**config.mk**
```make
export PLATFORM = sky130hd
export DESIGN_NAME = div_clk_monitor
export DESIGN_NICKNAME = d
export VERILOG_FILES = /design/src/rtl/div_clk_monitor_pkg.sv /design/src/rtl/sync_rise_det.sv /design/src/rtl/div_clk_monitor.sv
export SDC_FILE = /design/constraint.sdc
export NUM_CORES = 1
export LEC_CHECK = 0
export ABC_AREA = 1
export CAP_MARGIN = 20
export CORE_ASPECT_RATIO = 0.6
export CORE_UTILIZATION = 50
export DETAILED_ROUTE_END_ITERATION = 16
export PLACE_DENSITY = 0.85
export SYNTH_ARGS = -nofsm -noshare
export SYNTH_HDL_FRONTEND = slang
export SYNTH_SLANG_ARGS = --single-unit
```
**constraint.sdc**
```tcl
create_clock -name clk -period 3.37 [get_ports clk]
set_input_delay 0.674 -clock clk [delete_from_list [all_inputs] [get_ports clk]]
set_output_delay 0.674 -clock clk [all_outputs]
set_load 0.03 [all_outputs]
```
**src/rtl/div_clk_monitor_pkg.sv**
```systemverilog
// Shared types and defaults for the divided-clock monitor.
package div_clk_monitor_pkg;

   typedef enum logic [1:0] {
      IDLE  = 2'd0,
      ARMED = 2'd1,
      STALL = 2'd2
   } state_t;

   localparam int unsigned DEFAULT_CNT_W   = 28;
   localparam int unsigned DEFAULT_EDGE_W  = 16;
   localparam int unsigned DEFAULT_TIMEOUT = 150_000_000;

endpackage

```
**src/rtl/sync_rise_det.sv**
```systemverilog
// Two-flop synchronizer plus edge register; flags one rising edge of an async input.
module sync_rise_det (
   input  logic clk,
   input  logic rst,
   input  logic d_async,
   output logic rise
);

   logic s1;
   logic s2;
   logic s3;

   always_ff @(posedge clk or posedge rst) begin
      if (rst) begin
         s1 <= 1'b0;
         s2 <= 1'b0;
         s3 <= 1'b0;
      end else begin
         s1 <= d_async;
         s2 <= s1;
         s3 <= s2;
      end
   end

   assign rise = s2 & ~s3;

endmodule

```
**src/rtl/div_clk_monitor.sv**
```systemverilog
// Observes an asynchronous divided clock: per-edge tick, period measurement,
// edge count and stall detection in the local clk domain.
module div_clk_monitor
   import div_clk_monitor_pkg::*;
#(
   parameter int unsigned CNT_W   = DEFAULT_CNT_W,
   parameter int unsigned EDGE_W  = DEFAULT_EDGE_W,
   parameter int unsigned TIMEOUT = DEFAULT_TIMEOUT
) (
   input  logic              clk,
   input  logic              rst,
   input  logic              clk_div_in,
   output logic              tick,
   output logic [CNT_W-1:0]  period,
   output logic              period_valid,
   output logic [EDGE_W-1:0] edge_cnt,
   output logic              timeout,
   output logic              locked
);

   localparam logic [CNT_W-1:0] TO_LAST = CNT_W'(TIMEOUT - 1);

   logic             rise;
   state_t           state_q;
   state_t           state_d;
   logic [CNT_W-1:0] per_cnt;
   logic [CNT_W-1:0] period_d;
   logic             period_valid_d;
   logic             timeout_d;

   sync_rise_det u_sync (
      .clk     (clk),
      .rst     (rst),
      .d_async (clk_div_in),
      .rise    (rise)
   );

   // Next-state and measurement updates; a rise always beats the timeout.
   always_comb begin
      state_d        = state_q;
      period_d       = period;
      period_valid_d = period_valid;
      timeout_d      = timeout;
      case (state_q)
         IDLE: begin
            if (rise) state_d = ARMED;
         end
         ARMED: begin
            if (rise) begin
               period_d       = per_cnt + CNT_W'(1);
               period_valid_d = 1'b1;
            end else if (per_cnt == TO_LAST) begin
               state_d        = STALL;
               timeout_d      = 1'b1;
               period_valid_d = 1'b0;
            end
         end
         STALL: begin
            if (rise) begin
               state_d   = ARMED;
               timeout_d = 1'b0;
            end
         end
         default: state_d = IDLE;
      endcase
   end

   always_ff @(posedge clk or posedge rst) begin
      if (rst) begin
         state_q      <= IDLE;
         per_cnt      <= '0;
         tick         <= 1'b0;
         period       <= '0;
         period_valid <= 1'b0;
         edge_cnt     <= '0;
         timeout      <= 1'b0;
         locked       <= 1'b0;
      end else begin
         state_q      <= state_d;
         tick         <= rise;
         period       <= period_d;
         period_valid <= period_valid_d;
         timeout      <= timeout_d;
         locked       <= (state_d == ARMED);
         if (rise) begin
            edge_cnt <= edge_cnt + EDGE_W'(1);
         end
         // Interval counter restarts on each rise and saturates rather than wrapping.
         if (rise) begin
            per_cnt <= '0;
         end else if (!(&per_cnt)) begin
            per_cnt <= per_cnt + CNT_W'(1);
         end
      end
   end

endmodule

```
==> results by group, run 1 <==
Outcome
  • Status: finished clean

Synth
  • Synth Register Bits: 81
  • Synth unique cells: 25
  • Synthesized area: 0.00390 mm2
  • Sequential area share after synthesis: 52.0%
  • Cell count after synthesis: 483
  • Total number of yosys warnings: 0
  • Mean post-synth cell area: 8.07 um2
  • Post-Syn Nets: 488
  • Synth Flop Type: dfrtp_1
  • Post-synth ARST share: 100%
  • Post-synth EDFFs: 0

STA
  • Post-Route Setup TNS: 0 ns
  • Setup Viol. Count Final: 0
  • Final Skew: 0.00754 ns
  • Fmax: 0.467 GHz
  • Least-Margin Pin Slew: 0.675 ns
  • Final Hold Viols: 0
  • Final Critical Period: 2.14 ns
  • Slew headroom: 54.9%
  • Final hold slack: 0.397 ns
  • Unrepaired setup endpoints after global routing: false
  • Max-slew violation count: 0
  • Tcrit/Tclk final: 63.5%

Global routing
  • Overall Global Routing Usage: 25.6%
  • Remaining Overflow, GRT: 0
  • Largest net degree at the start of global routing: 42
  • Global-route wire length before repair: 15.5 mm
  • Number of global-route vias before repair: 3102
  • Initial antenna violation count: 0

Job
  • Max-cap violations: 0

Finish
  • Fraction of layout cells with a size suffix above 1: 5.36%
  • Register area: 0.00203 mm2
  • Final Non-Filler Cells: 645
  • Area Overhead vs Synth: 23.4%
  • Most frequent cells in the layout: nand2_1 (164), dfrtp_1 (81), nand3_1 (52)
  • NumNets Final: 542
  • Antenna cells: 0
  • Commonest non-fill, non-tap cell in the layout: nand2_1
  • Multi-input gate area: 0.00163 mm2
  • Final-layout fill cell count: 631
  • Fin util: 65.1%

Die
  • Rows: 24
  • Die area: 0.00816 mm2
  • Initial core utilization: 52.8%
  • Core Area: 0.00739 mm2
  • DIE WIDTH: 116 um
  • Ports: 51
  • Die height: 70.4 um

Route
  • # DRC: 0
  • Starting DRT DRC Count: 212
  • Antenna-violating nets left: 0
  • Via-per-instance ratio: 5.14
  • Vias post-DR: 3313
  • TritonRoute pass-1 iters: 5
  • Wire length per cell: 14.4 um
  • Wirelength, routed: 9.31 mm

Power and ir drop
  • Leakage: 2.34 nW
  • P_int: 1.82 mW
  • Worst vdd ir: 280 uV
  • Comb power frac: 14.7%
  • Switch Pwr: 0.677 mW
  • Reg power frac: 44.3%
  • Clock power frac: 41.0%
  • Sw Ratio: 27.1%
  • Pwr per Cell Area: 520 mW/mm2

Critical path
  • CP arrival: 1.47 ns
  • Worst EP required: 2.70 ns
  • WP buf/inv: 1
  • Slowest-stage cell, CP: clkdlybuf4s50_1
  • Setup Crit Path Kind: reg -> out
  • CP endpoint kind: output pin
  • Crit path max-delay family: buffers and inverters
  • Crit-path max cell delay: 0.70 ns
  • Critical path fanouts, max: 4
  • Worst-path cell chain: clkdlybuf4s50_1
  • Crit start category: flip-flop

Clock network
  • Clock transition at the registers of the reported paths: 0.06 ns
  • Clock Root Buffer: clkbuf_16
  • CTS Hold Bufs: 0
  • Cts repair resizes: 0
  • CTS tree: done
  • Clk buf depth: 2
  • H-tree Lvls: 3
  • Clk Latency, worst-skew pair: 0.34 ns
  • CTS sink count: 81
  • Total CTS buffers: 9
  • Postcts setup bufs: 0

Place
  • Routability-driven placement congestion ratio: 0.957
  • Cell Count Post-Placement: 630
  • Detail Placement HPWL: 6.78 mm
  • IO buf count: 50

Worst hold path
  • Hold Path Class: reg -> reg
-- cells by family (layout without fill, tap and decap cells) --
family          Yosys count  count (layout)  share of synthesized area (%)
simple gates            285             285                           31.1
buf+inv                  59             117                           6.16
compound gates           31              31                           4.43
fa+ha+maj                 2               2                          0.642
xor+xnor                 25              25                           5.62
flops                    81              81                           52.0
-- area by class of cell --
| cell class | instances | area share [%] |
|---|---|---|
| clock inverters | 5 | 1.69 |
| inverters | 48 | 3.75 |
| well taps | 104 | 2.71 |
| flip-flops and latches | 81 | 42.2 |
| clock buffers | 10 | 4.76 |
| repair buffers | 54 | 11.0 |
| multi-input cells | 343 | 33.9 |
-- final timing paths --
path	start	slack, ns	to	depth (start not counted)
worst max-delay path	edge_cnt[9]$_DFFE_PP0P_	1.23	edge_cnt[9]	1
worst min-delay path	u_sync.s2$_DFF_PP0_	0.40	u_sync.s3$_DFF_PP0_	0
worst max register to register	per_cnt[0]$_DFFE_PP0P_	1.27	per_cnt[1]$_DFFE_PP0P_	9
worst min register to register	u_sync.s2$_DFF_PP0_	0.40	u_sync.s3$_DFF_PP0_	0
max in group asynchronous	rst	2.21	per_cnt[20]$_DFFE_PP0P_	3
min in group asynchronous	rst	0.78	edge_cnt[2]$_DFFE_PP0P_	3
-- registers in the layout (all words and copies together) (netlist names) --
signal / flops
state_q: 2
timeout: 1
tick: 1
period_valid: 1
u_sync.s3: 1
edge_cnt: 16
u_sync.s2: 1
locked: 1
u_sync.s1: 1
per_cnt: 28
period: 28
-- synthesized netlist by cell type (3+ instances only) --
library cell	n	area, um2
nand2_1	164	616
dfrtp_1	81	2030
nand3_1	52	260
nor2_1	49	184
inv_1	46	173
o21ai_0	20	100
xor2_1	14	123
xnor2_1	11	96.3
nand4_1	8	50.1
nor3_1	6	30.0
a21oi_1	5	25.0
clkbuf_1	5	18.8
buf_2	3	15.0
nor2_4	3	33.8
-- power by group through the flow --
| stage | sequential, mW | combinational, mW | clock (mW) |
|---|---|---|---|
| after floorplan | 1.20 | 0.135 | 0 |
| after global placement | 1.12 | 0.356 | 0 |
| after detailed placement | 1.12 | 0.368 | 0 |
| after CTS | 1.11 | 0.372 | 1.04 |
| after global routing | 1.12 | 0.401 | 1.08 |
| final | 1.11 | 0.368 | 1.02 |
-- stage by stage --
step	setup slack, ns	instance area (um2)	power [mW]
floorplan	0.616	3900	1.34
global placement	1.42	4500	1.47
detailed placement	1.33	4500	1.49
CTS	1.22	4810	2.52
global route	1.05	4810	2.60
finish	1.23	4810	2.50
-- metal layers --
| layer | global-route usage, % | part of all wire (%) | vias up |
|---|---|---|---|
| li1 | - | - | 1635 |
| met1 | 38.4 | 49 | 1547 |
| met2 | 35.3 | 42 | 119 |
| met3 | 7.38 | 7.8 | 12 |
| met4 | 8.12 | 1.1 | 0 |
| met5 | 0 | 0 | - |
Note: power is estimated with default switching activity, not from simulation.
==> inputs of run 2 (changes only) <==
- PLACE_DENSITY: 0.85 -> 0.88
- clock period: 3.37 -> 1.78 ns (I/O delays scaled with it)
==> results by group, run 2 (synthesis results as in run 1) <==
Finish
  • Fraction of layout cells with a size suffix above 1: 10.3%
  • Final instance area: 0.00504 mm2
  • Fin util: 68.2%
  • Final-layout fill cell count: 620
  • Most frequent cells in the layout: nand2_1 (164), dfrtp_1 (81), nand3_1 (52)
  • NumNets Final: 564
  • Top flop regs: per_cnt: 28 flops, period: 28 flops, edge_cnt: 16 flops
  • Area Overhead vs Synth: 29.3%
  • Antenna cells: 0
  • Commonest non-fill, non-tap cell in the layout: nand2_1

Route
  • Vias post-DR: 3505
  • Antenna-violating nets left: 0
  • Wirelength, routed: 10.0 mm
  • TritonRoute pass-1 iters: 7
  • Via-per-instance ratio: 5.25
  • Starting DRT DRC Count: 345
  • # DRC: 0
  • Wire length per cell: 15.0 um

Power and ir drop
  • Leakage: 2.56 nW
  • Pwr per Cell Area: 957 mW/mm2
  • Worst vdd ir: 514 uV

Critical path
  • WP buf/inv: 1
  • CP arrival: 1.39 ns
  • CP endpoint kind: output pin
  • Worst EP required: 1.42 ns
  • Crit start category: flip-flop
  • Critical path fanouts, max: 2
  • Worst-path cell chain: clkdlybuf4s50_1
  • Slowest-stage cell, CP: clkdlybuf4s50_1
  • Crit path max-delay family: buffers and inverters
  • Setup Crit Path Kind: reg -> out
  • Crit-path max cell delay: 0.67 ns

STA
  • Tcrit/Tclk final: 97.8%
  • Least-Margin Pin Slew: 0.436 ns
  • Setup Viol. Count Final: 0
  • Final Critical Period: 1.74 ns
  • Post-Route Setup TNS: 0 ns
  • Final Hold Viols: 0
  • Final Skew: 0.00551 ns
  • Max-slew violation count: 0
  • Final hold slack: 0.294 ns
  • Fmax: 0.574 GHz
  • Slew headroom: 70.7%

Worst hold path
  • Hold Path Class: in -> async

Global routing
  • Initial antenna violation count: 0
  • Overall Global Routing Usage: 27.6%
  • Global-route wire length before repair: 16.8 mm
  • Remaining Overflow, GRT: 0
  • Largest net degree at the start of global routing: 43
  • Number of global-route vias before repair: 3289

Clock network
  • CTS tree: done
  • Clock transition at the registers of the reported paths: 0.06 ns
  • H-tree Lvls: 3
  • Clk buf depth: 2
  • CTS Hold Bufs: 0
  • Clk Latency, worst-skew pair: 0.34 ns
  • Clock Root Buffer: clkbuf_16
  • CTS sink count: 81
  • Total CTS buffers: 9

Die
  • Core Area: 0.00739 mm2
  • Ports: 51
  • Die area: 0.00816 mm2
  • Rows: 24
  • Initial core utilization: 52.8%
  • Die height: 70.4 um
  • DIE WIDTH: 116 um

Outcome
  • Status: finished clean

Place
  • Routability-driven placement congestion ratio: 0.950
  • IO buf count: 50
  • Placed cell area: 0.00468 mm2
  • Detail Placement HPWL: 7.50 mm

Job
  • Max-cap violations: 0
==> run 2: final timing paths <==
kind                                         from                      end  slack [ns]  cells past startpoint
setup / recovery           period[17]$_DFFE_PP0P_               period[17]        0.04                      1
hold / removal                                rst   period[20]$_DFFE_PP0P_        0.29                      2
setup reg to reg           per_cnt[1]$_DFFE_PP0P_   period[19]$_DFFE_PP0P_        0.10                      8
hold reg to reg               u_sync.s1$_DFF_PP0_      u_sync.s2$_DFF_PP0_        0.35                      0
max in group asynchronous                     rst  per_cnt[11]$_DFFE_PP0P_        1.02                      3
min in group clk              u_sync.s1$_DFF_PP0_      u_sync.s2$_DFF_PP0_        0.35                      0
==> run 2: power breakdown <==
group | internal (mW) | total, mW | switching [mW]
Combinational | 0.256 | 0.705 | 0.449
Sequential | 1.97 | 2.10 | 0.136
Clock | 1.27 | 2.02 | 0.750
Total | 3.49 | 4.83 | 1.34
==> run 2: cell type report <==
class,instances,area [um2],area share [%]
clock buffers,10,239,4.74
clock inverters,6,91.3,1.81
inverters,48,184,3.65
multi-input cells,343,1660,32.9
flip-flops and latches,81,2030,40.2
well taps,104,130,2.58
repair buffers,76,712,14.1
==> run 2: metrics by stage <==
stage / cells / power, mW / setup slack (ns)
detailed placement: 651 / 2.85 / 0.0985
finish: 668 / 4.83 / 0.0384
global placement: 651 / 2.81 / 0.186
floorplan: 483 / 2.53 / 0.153
global route: 668 / 4.99 / -0.00519
CTS: 667 / 4.83 / 0.0151
==> run 2: per-layer routing <==
metal / share of wire, % / GRT usage, % / vias up
met2: 42 / 38.9 / 165
met3: 8.2 / 6.94 / 16
met4: 1.3 / 8.40 / 0
met1: 48 / 41.5 / 1647
li1: - / - / 1677
met5: 0 / 0 / -
==> run 2: repair_timing <==
| action | CTS | global route |
|---|---|---|
| cloned | 0 | 0 |
| endpoints found under the setup margin | 14 | 28 |
| resized for setup | 14 | 9 |
| pin swaps | 0 | 2 |
| setup buffers | 0 | 1 |
